===== src/rtl/i2c_quad_clk_gen.sv =====
// Fractional-N quadrature clock generator: one quarter-period counter drives a base
// clock, a 90-degree-lagging clock and one-hot per-phase strobes for the I2C bit engine.
module i2c_quad_clk_gen #(
    parameter int CNT_WIDTH  = 16,
    parameter int FRAC_WIDTH = 8
) (
    input  logic                  std_clk,
    input  logic                  reset,
    input  logic                  i_enable,
    input  logic [CNT_WIDTH-1:0]  i_div_int,
    input  logic [FRAC_WIDTH-1:0] i_div_frac,
    input  logic                  i_load,
    output logic                  o_clk0,
    output logic                  o_clk90,
    output logic [3:0]            o_tick,
    output logic                  o_busy
);

    typedef enum logic [1:0] {
        ST_IDLE = 2'd0,
        ST_RUN  = 2'd1,
        ST_STOP = 2'd2
    } state_t;

    localparam logic [CNT_WIDTH-1:0]  INT_MIN  = CNT_WIDTH'(2);
    localparam logic [CNT_WIDTH-1:0]  CNT_ONE  = CNT_WIDTH'(1);
    localparam logic [CNT_WIDTH-1:0]  CNT_ZERO = {CNT_WIDTH{1'b0}};
    localparam logic [CNT_WIDTH-1:0]  CNT_MAX  = {CNT_WIDTH{1'b1}};
    localparam logic [FRAC_WIDTH-1:0] ACC_ZERO = {FRAC_WIDTH{1'b0}};

    function automatic logic [CNT_WIDTH-1:0] clamp_int(input logic [CNT_WIDTH-1:0] v);
        if (v < INT_MIN) begin
            clamp_int = INT_MIN;
        end else begin
            clamp_int = v;
        end
    endfunction

    // Returns {clk0, clk90} for a phase.
    function automatic logic [1:0] phase_pair(input logic [1:0] p);
        case (p)
            2'd0:    phase_pair = 2'b10;
            2'd1:    phase_pair = 2'b11;
            2'd2:    phase_pair = 2'b01;
            2'd3:    phase_pair = 2'b00;
            default: phase_pair = 2'b00;
        endcase
    endfunction

    state_t                state_r, state_s;
    logic [1:0]            phase_r, phase_s;
    logic [CNT_WIDTH-1:0]  cnt_r, cnt_s;
    logic [CNT_WIDTH-1:0]  len_r, len_s;
    logic [FRAC_WIDTH-1:0] acc_r, acc_s;
    logic [CNT_WIDTH-1:0]  int_act_r, int_act_s;
    logic [FRAC_WIDTH-1:0] frac_act_r, frac_act_s;
    logic [CNT_WIDTH-1:0]  int_pend_r, int_pend_s;
    logic [FRAC_WIDTH-1:0] frac_pend_r, frac_pend_s;
    logic                  pend_vld_r, pend_vld_s;
    logic                  clk0_r, clk0_s;
    logic                  clk90_r, clk90_s;
    logic [3:0]            tick_r, tick_s;
    logic                  busy_r, busy_s;

    logic                  last_s;
    logic                  enter_s;
    logic                  wrap_s;
    logic                  exit_s;
    logic [CNT_WIDTH-1:0]  cap_int_s;
    logic                  idle_load_s;
    logic                  pend_cap_s;
    logic                  pend_take_s;
    logic [FRAC_WIDTH-1:0] acc_base_s;
    logic [FRAC_WIDTH:0]   sum_s;
    logic [CNT_WIDTH:0]    len_wide_s;
    logic [1:0]            pair_s;

    assign last_s = (cnt_r == (len_r - CNT_ONE));

    // State, phase and quarter counter sequencing.
    always_comb begin
        state_s = state_r;
        phase_s = phase_r;
        cnt_s   = cnt_r;
        enter_s = 1'b0;
        wrap_s  = 1'b0;
        exit_s  = 1'b0;
        case (state_r)
            ST_IDLE: begin
                cnt_s   = CNT_ZERO;
                phase_s = 2'd0;
                if (i_enable) begin
                    state_s = ST_RUN;
                    enter_s = 1'b1;
                end else begin
                    state_s = ST_IDLE;
                end
            end
            ST_RUN, ST_STOP: begin
                if (last_s) begin
                    cnt_s = CNT_ZERO;
                    if ((phase_r == 2'd3) && (state_r == ST_STOP) && !i_enable) begin
                        state_s = ST_IDLE;
                        phase_s = 2'd0;
                        exit_s  = 1'b1;
                    end else begin
                        state_s = i_enable ? ST_RUN : ST_STOP;
                        phase_s = phase_r + 2'd1;
                        enter_s = 1'b1;
                        wrap_s  = (phase_r == 2'd3);
                    end
                end else begin
                    cnt_s   = cnt_r + CNT_ONE;
                    state_s = i_enable ? ST_RUN : ST_STOP;
                end
            end
            default: begin
                state_s = ST_IDLE;
                phase_s = 2'd0;
                cnt_s   = CNT_ZERO;
            end
        endcase
    end

    // Divider capture: immediate while idle, otherwise pending until the next p0 entry.
    always_comb begin
        cap_int_s   = clamp_int(i_div_int);
        idle_load_s = i_load && ((state_r == ST_IDLE) || exit_s);
        pend_cap_s  = i_load && !idle_load_s;
        pend_take_s = wrap_s || exit_s;
        int_act_s   = int_act_r;
        frac_act_s  = frac_act_r;
        int_pend_s  = int_pend_r;
        frac_pend_s = frac_pend_r;
        pend_vld_s  = pend_vld_r;
        if (idle_load_s) begin
            int_act_s  = cap_int_s;
            frac_act_s = i_div_frac;
        end else if (pend_take_s && pend_vld_r) begin
            int_act_s  = int_pend_r;
            frac_act_s = frac_pend_r;
        end else begin
            int_act_s  = int_act_r;
            frac_act_s = frac_act_r;
        end
        // A load on the wrap edge itself must survive as the next pending value.
        if (pend_cap_s) begin
            int_pend_s  = cap_int_s;
            frac_pend_s = i_div_frac;
            pend_vld_s  = 1'b1;
        end else if (pend_take_s || idle_load_s) begin
            pend_vld_s  = 1'b0;
        end else begin
            pend_vld_s  = pend_vld_r;
        end
    end

    // Quarter length from the fractional accumulator, saturated to the counter range.
    always_comb begin
        if ((state_r == ST_IDLE) || (wrap_s && pend_vld_r)) begin
            acc_base_s = ACC_ZERO;
        end else begin
            acc_base_s = acc_r;
        end
        sum_s      = {1'b0, acc_base_s} + {1'b0, frac_act_s};
        len_wide_s = {1'b0, int_act_s} + {CNT_ZERO, sum_s[FRAC_WIDTH]};
        if (enter_s) begin
            acc_s = sum_s[FRAC_WIDTH-1:0];
            len_s = len_wide_s[CNT_WIDTH] ? CNT_MAX : len_wide_s[CNT_WIDTH-1:0];
        end else if (exit_s) begin
            acc_s = ACC_ZERO;
            len_s = len_r;
        end else begin
            acc_s = acc_r;
            len_s = len_r;
        end
    end

    // Next values for the registered outputs.
    always_comb begin
        pair_s = phase_pair(phase_s);
        if (state_s != ST_IDLE) begin
            clk0_s  = pair_s[1];
            clk90_s = pair_s[0];
            busy_s  = 1'b1;
        end else begin
            clk0_s  = 1'b0;
            clk90_s = 1'b0;
            busy_s  = 1'b0;
        end
        if (enter_s) begin
            tick_s = 4'b0001 << phase_s;
        end else begin
            tick_s = 4'b0000;
        end
    end

    // State and output registers with synchronous reset.
    always_ff @(posedge std_clk) begin
        if (reset) begin
            state_r     <= ST_IDLE;
            phase_r     <= 2'd0;
            cnt_r       <= CNT_ZERO;
            len_r       <= INT_MIN;
            acc_r       <= ACC_ZERO;
            int_act_r   <= INT_MIN;
            frac_act_r  <= ACC_ZERO;
            int_pend_r  <= INT_MIN;
            frac_pend_r <= ACC_ZERO;
            pend_vld_r  <= 1'b0;
            clk0_r      <= 1'b0;
            clk90_r     <= 1'b0;
            tick_r      <= 4'b0000;
            busy_r      <= 1'b0;
        end else begin
            state_r     <= state_s;
            phase_r     <= phase_s;
            cnt_r       <= cnt_s;
            len_r       <= len_s;
            acc_r       <= acc_s;
            int_act_r   <= int_act_s;
            frac_act_r  <= frac_act_s;
            int_pend_r  <= int_pend_s;
            frac_pend_r <= frac_pend_s;
            pend_vld_r  <= pend_vld_s;
            clk0_r      <= clk0_s;
            clk90_r     <= clk90_s;
            tick_r      <= tick_s;
            busy_r      <= busy_s;
        end
    end

    assign o_clk0  = clk0_r;
    assign o_clk90 = clk90_r;
    assign o_tick  = tick_r;
    assign o_busy  = busy_r;

endmodule


===== config.mk =====
export PLATFORM = sky130hd
export DESIGN_NAME = i2c_quad_clk_gen
export DESIGN_NICKNAME = d
export VERILOG_FILES = /design/src/rtl/i2c_quad_clk_gen.sv
export SDC_FILE = /design/constraint.sdc
export NUM_CORES = 1
export LEC_CHECK = 0
export BUFFER_PORTS_ARGS = -buffer_cell sky130_fd_sc_hd__buf_2
export CAP_MARGIN = 20
export CORE_MARGIN = 3
export CORE_UTILIZATION = 48
export DETAILED_ROUTE_END_ITERATION = 16
export GPL_TIMING_DRIVEN = 0
export PLACE_DENSITY = 0.71
export SLEW_MARGIN = 10
export SYNTH_ARGS = -nofsm -noshare
export SYNTH_HDL_FRONTEND = slang
export SYNTH_SLANG_ARGS = --single-unit

===== constraint.sdc =====
create_clock -name std_clk -period 11.2 [get_ports std_clk]
set_input_delay 0.56 -clock std_clk [delete_from_list [all_inputs] [get_ports std_clk]]
set_output_delay 0.56 -clock std_clk [all_outputs]
set_load 0.01 [all_outputs]

==> impl_metrics.toml, run 1 <==
[worst_setup_path]
critPathSlowestCell = "or4b_4"
cp_max_fo = 10
cp.arrival_ns = 7.54
cp.required_ns = 11.40
max_stage_delay_ns = 0.54
setup.worst_path.class = "reg -> reg"
crit_top_cell = "ha_1"
cp-end-kind = "register"
start_kind = "register"

[power]
p_per_area_nw_per_um2 = 134.3
switching_share_pct = 29.20
p_leak_nw = 2.424
pwr-share-clk_pct = 35.8
p_int_mw = 0.5834
peakVddDrop_mv = 0.1242
p_seq_share_pct = 47.2
power_frac_comb_pct = 17.0
power_switching_mw = 0.2406

[final_layout]
diodes = 0
nNetsFinal = 764
fillers = 1037
drive_above_1_share_pct = 11.63
synthToLayoutAreaGrowth_pct = 11.13
final_util_pct = 55.60

[place]
gp_congestion = 0.9279
portBuffers = 33
dpl.hpwl_microns = 11260

[outcome]
status = "finished, final reports clean"

[timing]
finalClockSkew_ns = 0.01014
fmax_mhz = 136.3
slew_headroom_pct = 53.55
fin_crit_sh_pct = 65.53
rsz0062_at_grt = "no"
tightestPinTransition_ns = 0.6967
hold_viol = 0
report.final.slew_viol_count = 0
finalSetupViolCount = 0
min_period_ns = 7.339
tns_ns = 0

[global_route]
grt_use_total_pct = 23.29
grt_pass1_vias = 4882
grt_antenna_before_repair = 0
grt_pass1_wl_microns = 23920
grt_overflow = 0
grt_max_degree = 17

[detailed_routing]
first_iter_violations = 319
vias = 5025
dr.pass1.iters = 5
viasPerCell = 5.829
route.antenna.remaining_nets = 0
route.detailed.drc = 0
wl_microns = 14770
routedWlPerCell_microns = 17.13

[die]
die_h_microns = 113.2
start_util_pct = 50.03
num_rows = 38
die_x_microns = 113.2
die_area_sq_um = 12820
core_region_area_sq_um = 11030
ios = 35

[clock_tree]
cts_sinks = 100
clockBufferDepth = 2
ctsHoldBuffers = 0
path_clk_slew_ns = 0.07
cts_buffers = 9
post-cts-setup-buffers = 0
clockRootBuffer = "clkbuf_16"
clkLatencyLatePin_ns = 0.36
cts_tree = "done"
htree_levels = 3
cts_resized = 0

[logic_synthesis]
synthesis.instances = 674
synth_top_area_cell = "dfxtp_1"
synth_flop_cell = "dfxtp_1"
syn_avg_cell_area_sq_um = 8.188
synthArstFlopShare_pct = 0
netlist_area_sq_um = 5519
synth_warnings = 0
ys_ff_latch = 100
synth_edf_count = 0
synth_top_area_share_pct = 36.27
synthTopCellsByArea = "dfxtp_1 36%, nand2_1 5.3%, nor2_1 5.0%"
yosysMostFrequentCell = "dfxtp_1"
synth_common_cells = "100 x dfxtp_1, 78 x nand2_1, 73 x nor2_1"
syn-num-nets = 720
seq_area_frac_synth_pct = 36.27
yosysUniqueCellTypes = 68

[flow_run]
maxCapViolations = 0

[min_path]
hold_path.class = "in -> reg"
worst max-delay path, delay by kind of cell, from the launching register on:
kind            cells  cell delay, ns
xor+xnor            1            0.08
buf+inv             6            1.35
fa+ha+maj           4            1.09
flops               1            0.35
compound gates      9            1.80
simple gates        9            2.48
sequential cells by signal, summed over array words and instances, names as in the netlist:
signal / flops
int_act_r: 16
cnt_r: 16
pend_vld_r: 1
state_r: 2
acc_r: 8
phase_r: 2
int_pend_r: 16
o_clk0: 1
frac_pend_r: 8
o_clk90: 1
len_r: 16
frac_act_r: 8
o_tick: 4
o_busy: 1
cells by family after synthesis:
logic type               Yosys count  share of synthesized area (%)
adder cells (fa/ha/maj)           18                          4.217
AND/OR/NAND/NOR                  295                          26.50
XOR/XNOR                          44                          6.983
flip-flops                       100                          36.27
AO/OA/AOI/OAI                    124                          14.44
multiplexers                      37                          7.209
buffers and inverters             56                          4.375
metrics by stage:
| stage | cells | area (sq um) | total power [mW] | hold WS (ns) | worst slack [ns] |
|---|---|---|---|---|---|
| finish | 862 | 6133 | 0.8240 | 0.4434 | 3.861 |
| global placement | 847 | 5859 | 0.5295 | 0.4418 | 4.089 |
| CTS | 862 | 6133 | 0.8271 | 0.4267 | 3.906 |
| floorplan | 674 | 5519 | 0.4918 | 0.4329 | 5.185 |
| detailed placement | 847 | 5859 | 0.5345 | 0.4482 | 3.970 |
| global route | 862 | 6133 | 0.8586 | 0.4496 | 3.341 |
power groups by stage:
stage	combinational, mW	clock [mW]	sequential [mW]
5_1_grt	0.155	0.313	0.391
2_1_floorplan	0.0990	0	0.393
3_3_place_gp	0.134	0	0.395
6_report	0.140	0.295	0.389
3_5_place_dp	0.138	0	0.397
4_1_cts	0.139	0.300	0.389
cell type report:
cell class	count	area [sq um]	area share [%]
multi-input combinational	518	3276	53.41
timing repair buffer	33	165.2	2.693
inverter	20	75.07	1.224
clock inverter	5	35.03	0.5712
sequential	100	2002	32.64
tap	140	175.2	2.856
clock buffer	10	239.0	3.896
buffer	36	166.4	2.713
worst paths after layout:
path | start | end | slack (ns) | cells after the start
worst max-delay path | len_r[0] | len_r[14] | 3.86 | 29
worst max register to register | len_r[0] | len_r[14] | 3.86 | 29
worst min-delay path | i_enable | state_r[1] | 0.44 | 2
worst min register to register | frac_pend_r[7] | frac_pend_r[7] | 0.46 | 2
cells in the final DEF (no fill, tap or decap), types with 3 or more instances in the layout:
master / Yosys / routed
mux2i_1: 26 / 26
and2_1: 11 / 11
and3b_1: 4 / 4
or2_2: 4 / 4
a31o_2: 3 / 3
o211a_1: 3 / 3
xnor2_1: 25 / 25
a211o_1: 3 / 3
nor4_1: 9 / 9
or4_1: 4 / 4
a21oi_1: 48 / 48
buf_4: 3 / 3
nand3_1: 46 / 46
o21bai_1: 3 / 3
dfxtp_1: 100 / 100
ha_1: 17 / 17
a221oi_1: 3 / 3
or3_1: 6 / 6
buf_1: 3 / 3
buf_2: 4 / 37
inv_1: 20 / 20
o21ai_0: 21 / 21
a211oi_1: 7 / 7
and3_1: 8 / 8
clkbuf_16: 0 / 9
nand4_1: 6 / 6
clkbuf_1: 24 / 24
nor3_1: 16 / 16
nor2_1: 73 / 73
nand2_1: 78 / 78
xor2_1: 19 / 19
mux2_2: 8 / 8
nor2b_1: 17 / 17
o31ai_1: 6 / 6
a21o_1: 4 / 4
a31oi_1: 6 / 6
per-layer routing:
metal	GRT usage, %	routed length (microns)	vias up
li1	-	-	2453
met1	27.75	6242	2405
met2	40.96	7475	140
met3	4.866	669	27
met4	9.054	382	0
met5	0	0	-
Note: power is estimated with default switching activity, not from simulation.
==> run 2, diff against run 1 <==
Settings changed: ABC_AREA from default to 1.
Clock period 11.2 ns to 7.65 ns, I/O delays scaled along.
==> run 2 against run 1 <==
- count of clock-buffer cells in the layout decreased by 1
- clock skew is 0.0033 ns higher
- hold slack got worse by 0.17 ns
- global-route usage about the same
- utilization decreased by 0.22 points
- design area is 9.4% higher
- clock power up 83%
- sequential share of layout area decreased by 2.8 points
- synthesized cell count grew 36%
- critical endpoint is now len_r[15]
- highest routed layer unchanged
==> impl_metrics.toml, run 2 <==
[die]
start_util_pct = 49.38
num_rows = 40
die_area_sq_um = 13840
die_h_microns = 117.6
die_x_microns = 117.6
ios = 35
core_region_area_sq_um = 12110

[clock_tree]
clockBufferDepth = 2
cts_sinks = 100
cts_buffers = 9
ctsHoldBuffers = 0
htree_levels = 3
post-cts-setup-buffers = 0
cts_tree = "done"
path_clk_slew_ns = 0.07
clockRootBuffer = "clkbuf_16"
clkLatencyLatePin_ns = 0.37
cts_resized = 0

[timing]
slew_headroom_pct = 30.13
finalSetupViolCount = 0
rsz0062_at_grt = "no"
min_period_ns = 6.058
fin_crit_sh_pct = 79.19
fmax_mhz = 165.1
tns_ns = 0
finalClockSkew_ns = 0.01342
report.final.slew_viol_count = 0
tightestPinTransition_ns = 1.043
hold_viol = 0
hold_slack_ns = 0.2752

[final_layout]
drive_above_1_share_pct = 11.56
most-common-layout-cells = "218 x nand2_1, 142 x nor2_1, 116 x inv_1"
synthToLayoutAreaGrowth_pct = 12.15
nNetsFinal = 1010
final_common_cell = "nand2_1"
finalNonFillerCells = 1137
diodes = 0
stdcell_area_sq_um = 6708
final_util_pct = 55.38

[global_route]
grt_use_total_pct = 23.26
grt_pass1_vias = 5442
grt_overflow = 0
grt_antenna_before_repair = 0
grt_pass1_wl_microns = 26410
grt_max_degree = 18

[logic_synthesis]
yosysUniqueCellTypes = 42
syn_avg_cell_area_sq_um = 6.508
syn-num-nets = 965
yosysMostFrequentCell = "nand2_1"
synth_warnings = 0
ys_ff_latch = 100
synthesis.instances = 919
synth_edf_count = 0
synth_top_area_share_pct = 33.47
seq_area_frac_synth_pct = 33.47
synthArstFlopShare_pct = 0
synth_top_area_cell = "dfxtp_1"
netlist_area_sq_um = 5981
synth_flop_cell = "dfxtp_1"
synth_common_cells = "218 x nand2_1, 142 x nor2_1, 116 x inv_1"
synthTopCellsByArea = "dfxtp_1 33%, nand2_1 14%, nor2_1 8.9%"

[power]
p_leak_nw = 3.015
p_per_area_nw_per_um2 = 205.5
peakVddDrop_mv = 0.2099

[place]
dpl_cell_area_sq_um = 6361
dpl.hpwl_microns = 11910
dp_cells = 1121
gp_congestion = 0.9818
portBuffers = 34

[worst_setup_path]
cp.required_ns = 7.91
cp_max_fo = 10
max_stage_delay_ns = 0.41
cp-end-kind = "register"
setup.worst_path.class = "reg -> reg"
critPathSlowestCell = "fa_1"
start_kind = "register"
worstReg2RegStart = "len_r[0]"
crit_top_cell = "nor2_1"
cp.arrival_ns = 6.31
startpoint = "len_r[0]"

[outcome]
status = "finished, final reports clean"

[detailed_routing]
dr.pass1.iters = 6
vias = 5845
route.detailed.drc = 0
viasPerCell = 5.141
routedWlPerCell_microns = 13.74
route.antenna.remaining_nets = 0
wl_microns = 15630
first_iter_violations = 436

[min_path]
hold_path.class = "in -> reg"
worstHoldStart = "i_div_int[14]"

[flow_run]
maxCapViolations = 0
run 2: cell count changes after synthesis, moves of 9 or more:
cell / change
nand2_2: +19
nand3_1: +13
mux2i_1: -26
o21ai_0: +33
xnor2_1: -17
nor2_1: +69
nand2_1: +140
nor3_1: -9
nor2b_1: -17
inv_1: +96
run 2: worst paths after layout:
| check | endpoint | slack (ns) | cells after the start |
|---|---|---|---|
| worst max-delay path | len_r[15] | 1.59 | 39 |
| worst min-delay path | int_pend_r[14] | 0.28 | 3 |
| worst max register to register | len_r[15] | 1.59 | 39 |
| worst min register to register | frac_pend_r[6] | 0.46 | 2 |
run 2: report_power, final:
group | internal (mW) | total (mW) | switching (mW) | leakage (nW)
Sequential | 0.553 | 0.574 | 0.0216 | 0.819
Combinational | 0.0886 | 0.265 | 0.176 | 2.02
Clock | 0.322 | 0.539 | 0.217 | 0.170
run 2: metrics by stage:
| step | setup slack (ns) | power, mW |
|---|---|---|
| floorplan | 2.691 | 0.7767 |
| global placement | 1.709 | 0.8425 |
| detailed placement | 1.678 | 0.8464 |
| CTS | 1.632 | 1.383 |
| global route | 1.052 | 1.446 |
| finish | 1.592 | 1.378 |
run 2: area by class of cell:
class                           instances  area (sq um)
Inverter                              121         454.2
Tap cell                              168         210.2
Clock inverter                          7         121.4
Buffer                                 26         141.4
Sequential cell                       100          2002
Multi-Input combinational cell        672          3383
Timing Repair Buffer                   34         170.2
Fill cell                            1216          5404
Clock buffer                            9         225.2
run 2: logic make-up after synthesis:
| logic type | Yosys count | synth area share (%) |
|---|---|---|
| and+or+nand+nor | 497 | 36.88 |
| buffers and inverters | 147 | 9.958 |
| AOI/OAI and AO/OA | 135 | 12.53 |
| DFF | 100 | 33.47 |
| xor gates and xnor gates | 21 | 3.075 |
| adders and majority gates | 18 | 3.891 |
| muxes | 1 | 0.1883 |
run 2: layer usage:
| metal | global-route usage [%] | vias to the layer above | part of all wire [%] |
|---|---|---|---|
| met3 | 4.181 | 25 | 6.9 |
| met1 | 32.18 | 2637 | 46 |
| met4 | 6.813 | 0 | 1.7 |
| li1 | - | 3011 | - |
| met5 | 0 | - | 0 |
| met2 | 37.19 | 172 | 45 |
run 2: critical path: cells and delay by family, from the launching register on:
family	cells	cell delay, ns
buf+inv	7	0.88
fa+ha+maj	4	1.10
simple gates	24	2.62
flops	1	0.35
compound gates	4	0.98
